### src/rtl/seq_mult_if.sv
// Request/response bundle for the shared shift-add multiplier.
// The master presents operands with a start strobe; the slave reports busy, done and the product.
interface seq_mult_if #(
    parameter int WIDTH = 4
);
    logic                 start;
    logic [WIDTH-1:0]     m_in;
    logic [WIDTH-1:0]     n_in;
    logic                 busy;
    logic                 done;
    logic [2*WIDTH-1:0]   prod;

    modport master (output start, m_in, n_in, input busy, done, prod);
    modport slave  (input start, m_in, n_in, output busy, done, prod);
endinterface

### src/rtl/seq_mult.sv
// Parametrised shift-add sequential multiplier with optional two's-complement mode.
// Operands are multiplied as magnitudes; the sign is applied by a final negate step.
module seq_mult #(
    parameter int WIDTH  = 4,
    parameter bit SIGNED = 1'b0
) (
    input logic         clk,
    input logic         rst_n,
    seq_mult_if.slave   bus
);
    localparam int IW = $clog2(WIDTH + 1);
    localparam int PW = 2 * WIDTH;

    typedef enum logic [2:0] {
        IDLE   = 3'd0,
        INIT   = 3'd1,
        LOOP   = 3'd2,
        ADD    = 3'd3,
        SHIFT  = 3'd4,
        NEG    = 3'd5,
        FINISH = 3'd6
    } state_t;

    state_t           state;
    state_t           state_nx;
    logic [WIDTH-1:0] a_r;
    logic [WIDTH-1:0] b_r;
    logic [PW-1:0]    m;
    logic [WIDTH-1:0] n;
    logic [IW-1:0]    i;
    logic             neg;
    logic [PW-1:0]    prod_r;
    logic [WIDTH-1:0] a_mag;
    logic [WIDTH-1:0] b_mag;

    // The most negative operand maps onto magnitude 2^(WIDTH-1), which still fits unsigned.
    assign a_mag = (SIGNED && a_r[WIDTH-1]) ? (~a_r + WIDTH'(1)) : a_r;
    assign b_mag = (SIGNED && b_r[WIDTH-1]) ? (~b_r + WIDTH'(1)) : b_r;

    // NOTE: sequential state uses non-blocking assignments so every flop samples pre-edge values.
    always_ff @(posedge clk or negedge rst_n) begin
        if (!rst_n) state <= IDLE;
        else        state <= state_nx;
    end

    // NOTE: state_nx gets a default before the case so no path leaves it unassigned (no latch).
    always_comb begin
        state_nx = IDLE;
        case (state)
            IDLE:    state_nx = bus.start ? INIT : IDLE;
            INIT:    state_nx = LOOP;
            LOOP: begin
                if (i == '0 || n == '0) state_nx = neg ? NEG : FINISH;
                else if (n[0])          state_nx = ADD;
                else                    state_nx = SHIFT;
            end
            ADD:     state_nx = SHIFT;
            SHIFT:   state_nx = LOOP;
            NEG:     state_nx = FINISH;
            FINISH:  state_nx = IDLE;
            default: state_nx = IDLE;
        endcase
    end

    // NOTE: every datapath register is reset, so an aborted multiply leaves prod reading zero.
    always_ff @(posedge clk or negedge rst_n) begin
        if (!rst_n) begin
            a_r    <= '0;
            b_r    <= '0;
            m      <= '0;
            n      <= '0;
            i      <= '0;
            neg    <= 1'b0;
            prod_r <= '0;
        end else begin
            case (state)
                IDLE: begin
                    if (bus.start) begin
                        a_r <= bus.m_in;
                        b_r <= bus.n_in;
                    end
                end
                INIT: begin
                    prod_r <= '0;
                    i      <= IW'(WIDTH);
                    m      <= {{WIDTH{1'b0}}, a_mag};
                    n      <= b_mag;
                    neg    <= SIGNED && (a_r[WIDTH-1] ^ b_r[WIDTH-1]);
                end
                ADD:   prod_r <= prod_r + m;
                SHIFT: begin
                    m <= m << 1;
                    n <= n >> 1;
                    i <= i - IW'(1);
                end
                NEG:   prod_r <= ~prod_r + PW'(1);
                default: ;
            endcase
        end
    end

    assign bus.busy = (state != IDLE);
    assign bus.done = (state == FINISH);
    assign bus.prod = prod_r;
endmodule
### src/flat_wrapper.sv
// flat-port wrapper written by rule: the top's interface ports become plain ports
module seq_mult_flat 
#(
    parameter int WIDTH  = 4,
    parameter bit SIGNED = 1'b0
)
  (clk, rst_n, bus_start, bus_m_in, bus_n_in, bus_busy, bus_done, bus_prod);
  seq_mult_if #(.WIDTH(WIDTH)) bus_i ();
  input logic clk;
  input logic rst_n;
  input wire logic [$bits(bus_i.start)-1:0] bus_start;
  input wire logic [$bits(bus_i.m_in)-1:0] bus_m_in;
  input wire logic [$bits(bus_i.n_in)-1:0] bus_n_in;
  output wire logic [$bits(bus_i.busy)-1:0] bus_busy;
  output wire logic [$bits(bus_i.done)-1:0] bus_done;
  output wire logic [$bits(bus_i.prod)-1:0] bus_prod;
  assign bus_i.start = bus_start;
  assign bus_i.m_in = bus_m_in;
  assign bus_i.n_in = bus_n_in;
  assign bus_busy = bus_i.busy;
  assign bus_done = bus_i.done;
  assign bus_prod = bus_i.prod;
  seq_mult #(.WIDTH(WIDTH), .SIGNED(SIGNED)) u_core (.clk(clk), .rst_n(rst_n), .bus(bus_i));
endmodule
### config.mk
export PLATFORM = sky130hd
export DESIGN_NAME = seq_mult_flat
export DESIGN_NICKNAME = d
export VERILOG_FILES = /design/src/rtl/seq_mult_if.sv /design/src/rtl/seq_mult.sv /design/src/flat_wrapper.sv
export SDC_FILE = /design/constraint.sdc
export NUM_CORES = 1
export LEC_CHECK = 0
export ABC_AREA = 1
export CORE_UTILIZATION = 45
export DETAILED_ROUTE_END_ITERATION = 16
export PLACE_DENSITY = 0.71
export RECOVER_POWER = 100
export SLEW_MARGIN = 20
export SYNTH_ARGS = -nofsm -noshare
export SYNTH_HDL_FRONTEND = slang
export SYNTH_SLANG_ARGS = --single-unit
### constraint.sdc
create_clock -name clk -period 3.7 [get_ports clk]
set_input_delay 0.74 -clock clk [delete_from_list [all_inputs] [get_ports clk]]
set_output_delay 0.74 -clock clk [all_outputs]
set_load 0.005 [all_outputs]
Word level (Yosys, flattened, before mapping)

Cells that the tools add are included.
W data, S select, Z words.

Bits in registers: 34
Latch bits: 0
Bits in writable memories: 0
Bits in read-only memories: 0
Word-level logic and storage cells: 34
Memories: 0

$add $sub $neg: 3
$mul: 0
Div/mod/pow operators: 0
Order comparisons: 0
Equality and inequality tests: 6
Shifts and indexed selects: 0
Mux-type cells: 8
Bitwise logic cells: 1
Reduce and logical (&&, ||, !) cells: 9

Operator list:

| kind                  | number |
|---|---|
| $pmux W8 S3           | 1 |
| $pmux W8 S2           | 1 |
| $pmux W3 S5           | 1 |
| $eq A3 B3 Y1 const B  | 3 |
| $add A8 B1 Y8 const B | 1 |
| $add A8 B8 Y8         | 1 |
| $not A8 Y8            | 1 |
| $pmux W4 S2           | 1 |
| $eq A3 B2 Y1 const B  | 2 |
| $logic_not A3 Y1      | 2 |
| $mux W3               | 2 |
| $pmux W3 S2           | 1 |
| $reduce_bool A3 Y1    | 2 |
| $logic_not A4 Y1      | 1 |
| $eq A3 B1 Y1 const B  | 1 |
| $sub A3 B1 Y3 const B | 1 |
| $reduce_and A2 Y1     | 1 |
| $reduce_bool A2 Y1    | 1 |
| $reduce_or A2 Y1      | 1 |
| $logic_or A1 B1 Y1    | 1 |
| $mux W1               | 1 |

Longest topological paths before layout

Depth in word-level cells: 4
Depth in mapped cells: 9
Depth with buffers taken out: 9

Worst setup path after synthesis

No wires, ideal clock.

Path kind: register to register
Start: reg u_core.prod_r[0] (netlist: u_core.bus.prod[0])
End: reg u_core.prod_r[6] (netlist: u_core.bus.prod[6])
Setup time: 0.124 ns
Data arrival time: 1.336 ns
Path slack: 2.239 ns
Stages on the path, launching flop included: 10
Buffers on the path: 0
Period minus slack after synthesis: 1.461 ns
Path through: dfrtp_1 > ha_1 > inv_1 > fa_1 > inv_1 > nand3_1 > nand3_1 > nand2_1 > nand3_1 > nand3_1

Word-level cells in the longest chain between the ends: 3
Elaborated cells on any way between the ends: 4
Those cells by class: add/sub: 2; mux: 1; bitwise: 1

RTL lines:

| what                     | line           | RTL |
|---|---|---|
| start: declaration       | seq_mult.sv:32 | `logic [PW-1:0] prod_r;` |
| start signal: assignment | seq_mult.sv:90 | `ADD: prod_r <= prod_r + m;` |
| start signal: assignment | seq_mult.sv:96 | `NEG: prod_r <= ~prod_r + PW'(1);` |
| $not A8 Y8               | seq_mult.sv:96 |  |
| $add A8 B1 Y8            | seq_mult.sv:96 |  |
| $pmux W8 S3 (*)          | seq_mult.sv:76 | `case (state)` |

Mark *: on every way between the ends. The rest lies on a longest branch, timed or not.
A chain may end at the register's enable or synchronous reset.

==> qor.tcl <==
set qor(crit_family) {buffers and inverters}
set qor(global_route.overflow_total) 0
set qor(cts_buffers) 5
set qor(grt_max_degree) 35
set qor(chipWidth_um) 67.4
set qor(fin_worst_hold_slack_ps) 510
set qor(gpl.final_weighted_congestion) 0.917
set qor(power.density_cell_area_nw_per_um2) 809
set qor(path_max_fanout) 34
set qor(timing.critical_path.slowest_cell_delay_ps) 1270
set qor(synthMostInstantiatedCell) {sky130_fd_sc_hd__nand2_1}
set qor(yosysSeqAreaShare_pct) 44.2
set qor(cp_slowest_cell) {sky130_fd_sc_hd__clkbuf_1}
set qor(power.net_switching_uw) 769
set qor(route.detailed.drc) 0
set qor(path_cells) {dlygate4sd3_1, clkbuf_1}
set qor(critPathRequiredTime_ps) 3760
set qor(cts_tree) {built}
set qor(finalSetupTns_ps) 0
set qor(arrival_ps) 2540
set qor(synth_commonest_cells) {sky130_fd_sc_hd__nand2_1, sky130_fd_sc_hd__inv_1, sky130_fd_sc_hd__dfrtp_1, sky130_fd_sc_hd__nand3_1, sky130_fd_sc_hd__nor2_1}
set qor(synth_flop_cell) {sky130_fd_sc_hd__dfrtp_1}
set qor(floorplan.core_area_um2) 4060
set qor(final_nets) 287
set qor(run_status) {complete, but fails checks}
set qor(std_cell_rows) 23
set qor(timing.hold.worst.class) {flip-flop to flip-flop}
set qor(detail_route.wirelength_mm) 3.87
set qor(period_minus_slack_ps) 2480
set qor(mapped_area_um2) 1920
set qor(syn_avg_cell_area_um2) 8.01
set qor(endpoint_kind) {asynchronous set/reset pin}
set qor(postSynthCellCount) 240
set qor(grt_usage_pct) 21.1
set qor(synth_largest_area_cell) {sky130_fd_sc_hd__dfrtp_1}
set qor(synth_top_cell_area_share_pct) 44.2
set qor(detail-route-antenna-nets) 0
set qor(first_pass_grt_wire_length_mm) 6.82
set qor(finish.cell_count_without_fillers) 315
set qor(violations) {capacitance limit, slew limit}
set qor(leakage_nw) 1.17
set qor(finalInstanceArea_um2) 2220
set qor(worst-setup-path-type) {input pin to asynchronous set/reset pin}
set qor(power.switching_fraction_pct) 42.8
set qor(floorplan.io_pins) 21
set qor(vias) 1618
set qor(die_y_um) 67.4
set qor(drt_pass1_iterations) 4
set qor(htree_levels) 2
set qor(final_setup_violation_count) 0
set qor(cts_post_setup_buffers_inserted) 0
set qor(initial_utilization_pct) 47.4
set qor(initial_antenna_violation_count) 0
set qor(internal_power_mw) 1.03
set qor(synth_area_leaders) {sky130_fd_sc_hd__dfrtp_1, sky130_fd_sc_hd__nand2_1, sky130_fd_sc_hd__inv_1, sky130_fd_sc_hd__ha_1, sky130_fd_sc_hd__nand3_1}
set qor(count_of_different_cell_masters_after_synthesis) 31
set qor(grt_setup_unrepaired) {false}
set qor(syn-num-nets) 262
set qor(placement.cell_area_um2) 2170
set qor(combPwrFrac_pct) 49.1
set qor(clk_path_buf_depth) 2
set qor(numPortBuffers) 20
set qor(clockRootBuffer) {sky130_fd_sc_hd__clkbuf_8}
set qor(fmaxAchievable_ghz) 0.403
set qor(floorplan.die_area_um2) 4540
set qor(postCtsResizedCells) 0
set qor(synth_enable_flop_cells) 0
set qor(slew_violations) 35
set qor(vias_per_cell) 5.14
set qor(worst_clock_skew_ps) 9.02
set qor(max_slew.worst_pin.slew_ps) 1760
set qor(synthArstFlopShare_pct) 100
set qor(first_global_vias) 1540
set qor(power.clock.fraction_pct) 14.1
set qor(finalPower_mw) 1.80
set qor(numClockSinks) 34
set qor(placed_cells) 308
set qor(ctsHoldBuffers) 0
set qor(crit_path_start_kind) {input pin}
set qor(max_cap_viol_count) 1
set qor(relSlewSlack_pct) -17.6
set qor(drt_iter0_markers) 84
set qor(clk_pin_slew_ps) 60
set qor(count_of_buffering_cells_on_the_critical_path_with_inverters_included) 2
set qor(synthToLayoutAreaGrowth_pct) 15.6
set qor(hold_violations) 0
set qor(timing.final.crit_share_pct) 67.1
set qor(insertedDiodeCount) 0
set qor(dp_hpwl_mm) 2.85
set qor(ys_seq_elements) 34
set qor(drive_gt1_share_pct) 3.77
set qor(ys_warn_count) 0
set qor(wl_per_cell_um) 12.3
set qor(sequentialPowerShare_pct) 36.8
set qor(clk_latency_ps) 290
set qor(vdd_drop_max_v) 0.000432
==> kinds of logic (layout without fill, tap and decap cells) <==
| family | after synthesis | in the layout | share of synthesized area (%) |
|---|---|---|---|
| fa+ha+maj | 11 | 11 | 7.55 |
| buf+inv | 50 | 75 | 10.4 |
| compound gates | 41 | 41 | 11.9 |
| flops | 34 | 34 | 44.2 |
| simple gates | 98 | 98 | 22.4 |
| mux | 4 | 4 | 2.54 |
| xor+xnor | 2 | 2 | 0.911 |
==> path summary, 6_finish.rpt <==
kind	startpoint	endpoint	slack (ps)	cells after the start
max in group clk	u_core.state[1]$_DFF_PN0_	bus_done	1360	3
min	u_core.b_mag[3]$_DFFE_PN0P_	u_core.b_mag[3]$_DFFE_PN0P_	510	1
max reg2reg	u_core.state[0]$_DFF_PN0_	u_core.m[0]$_DFFE_PN0P_	1760	6
max	rst_n	u_core.a_mag[0]$_DFFE_PN0P_	1220	2
min reg2reg	u_core.b_mag[3]$_DFFE_PN0P_	u_core.b_mag[3]$_DFFE_PN0P_	510	1
min in group asynchronous	rst_n	u_core.bus.prod[4]$_DFFE_PN0P_	1460	2
==> per-layer routing <==
| metal | vias to the layer above | share of wire [%] | global-route usage [%] |
|---|---|---|---|
| li1 | 832 | - | - |
| met1 | 750 | 45 | 24.1 |
| met2 | 34 | 51 | 35.1 |
| met3 | 2 | 3.2 | 6.42 |
| met4 | 0 | 0.54 | 11.2 |
| met5 | - | 0 | 0 |
==> metrics by stage <==
step | utilization [%] | worst slack (ps)
after floorplan | - | 2240
after global placement | 53.5 | 1730
after detailed placement | 53.5 | 1670
after CTS | 55.4 | 1350
after global routing | 54.8 | 762
final | 54.8 | 1220
==> power by group through the flow <==
stage	logic (mW)	clock network, mW	registers [mW]
2_1_floorplan	0.685	0	0.647
3_3_place_gp	0.900	0	0.672
3_5_place_dp	0.920	0	0.676
4_1_cts	0.927	0.267	0.668
5_1_grt	1.04	0.283	0.685
6_report	0.883	0.254	0.661
==> cell usage in the layout, fill, tap and decap left out, types with 2 or more instances in the layout <==
master	n
sky130_fd_sc_hd__nand3b_1	2
sky130_fd_sc_hd__o21ai_1	4
sky130_fd_sc_hd__ha_1	10
sky130_fd_sc_hd__mux2_2	3
sky130_fd_sc_hd__dfrtp_1	34
sky130_fd_sc_hd__clkdlybuf4s50_1	9
sky130_fd_sc_hd__clkinv_2	2
sky130_fd_sc_hd__nand4_1	2
sky130_fd_sc_hd__clkbuf_8	5
sky130_fd_sc_hd__nor3_1	2
sky130_fd_sc_hd__dlygate4sd3_1	11
sky130_fd_sc_hd__nand2_1	49
sky130_fd_sc_hd__inv_1	46
sky130_fd_sc_hd__o21ai_0	17
sky130_fd_sc_hd__a21oi_1	10
sky130_fd_sc_hd__nor2_1	18
sky130_fd_sc_hd__nand3_1	25
sky130_fd_sc_hd__o22ai_1	5
==> registers in the layout, summed over array words and instances, names as in the netlist <==
signal and flops:
u_core.state 3, u_core.n 4, u_core.bus.prod 8, u_core.i 3, u_core.b_mag 4, u_core.a_mag 4
u_core.m 8
==> layout make-up <==
cell class              instances  area [µm²]
well taps                      50        62.6
clock inverters                 2        10.0
fillers                       386        1830
inverters                      47         176
flip-flops and latches         34         851
clock buffers                   5        68.8
repair buffers                 21         204
multi-input cells             156         851
Power figures use the tool's default switching activity.
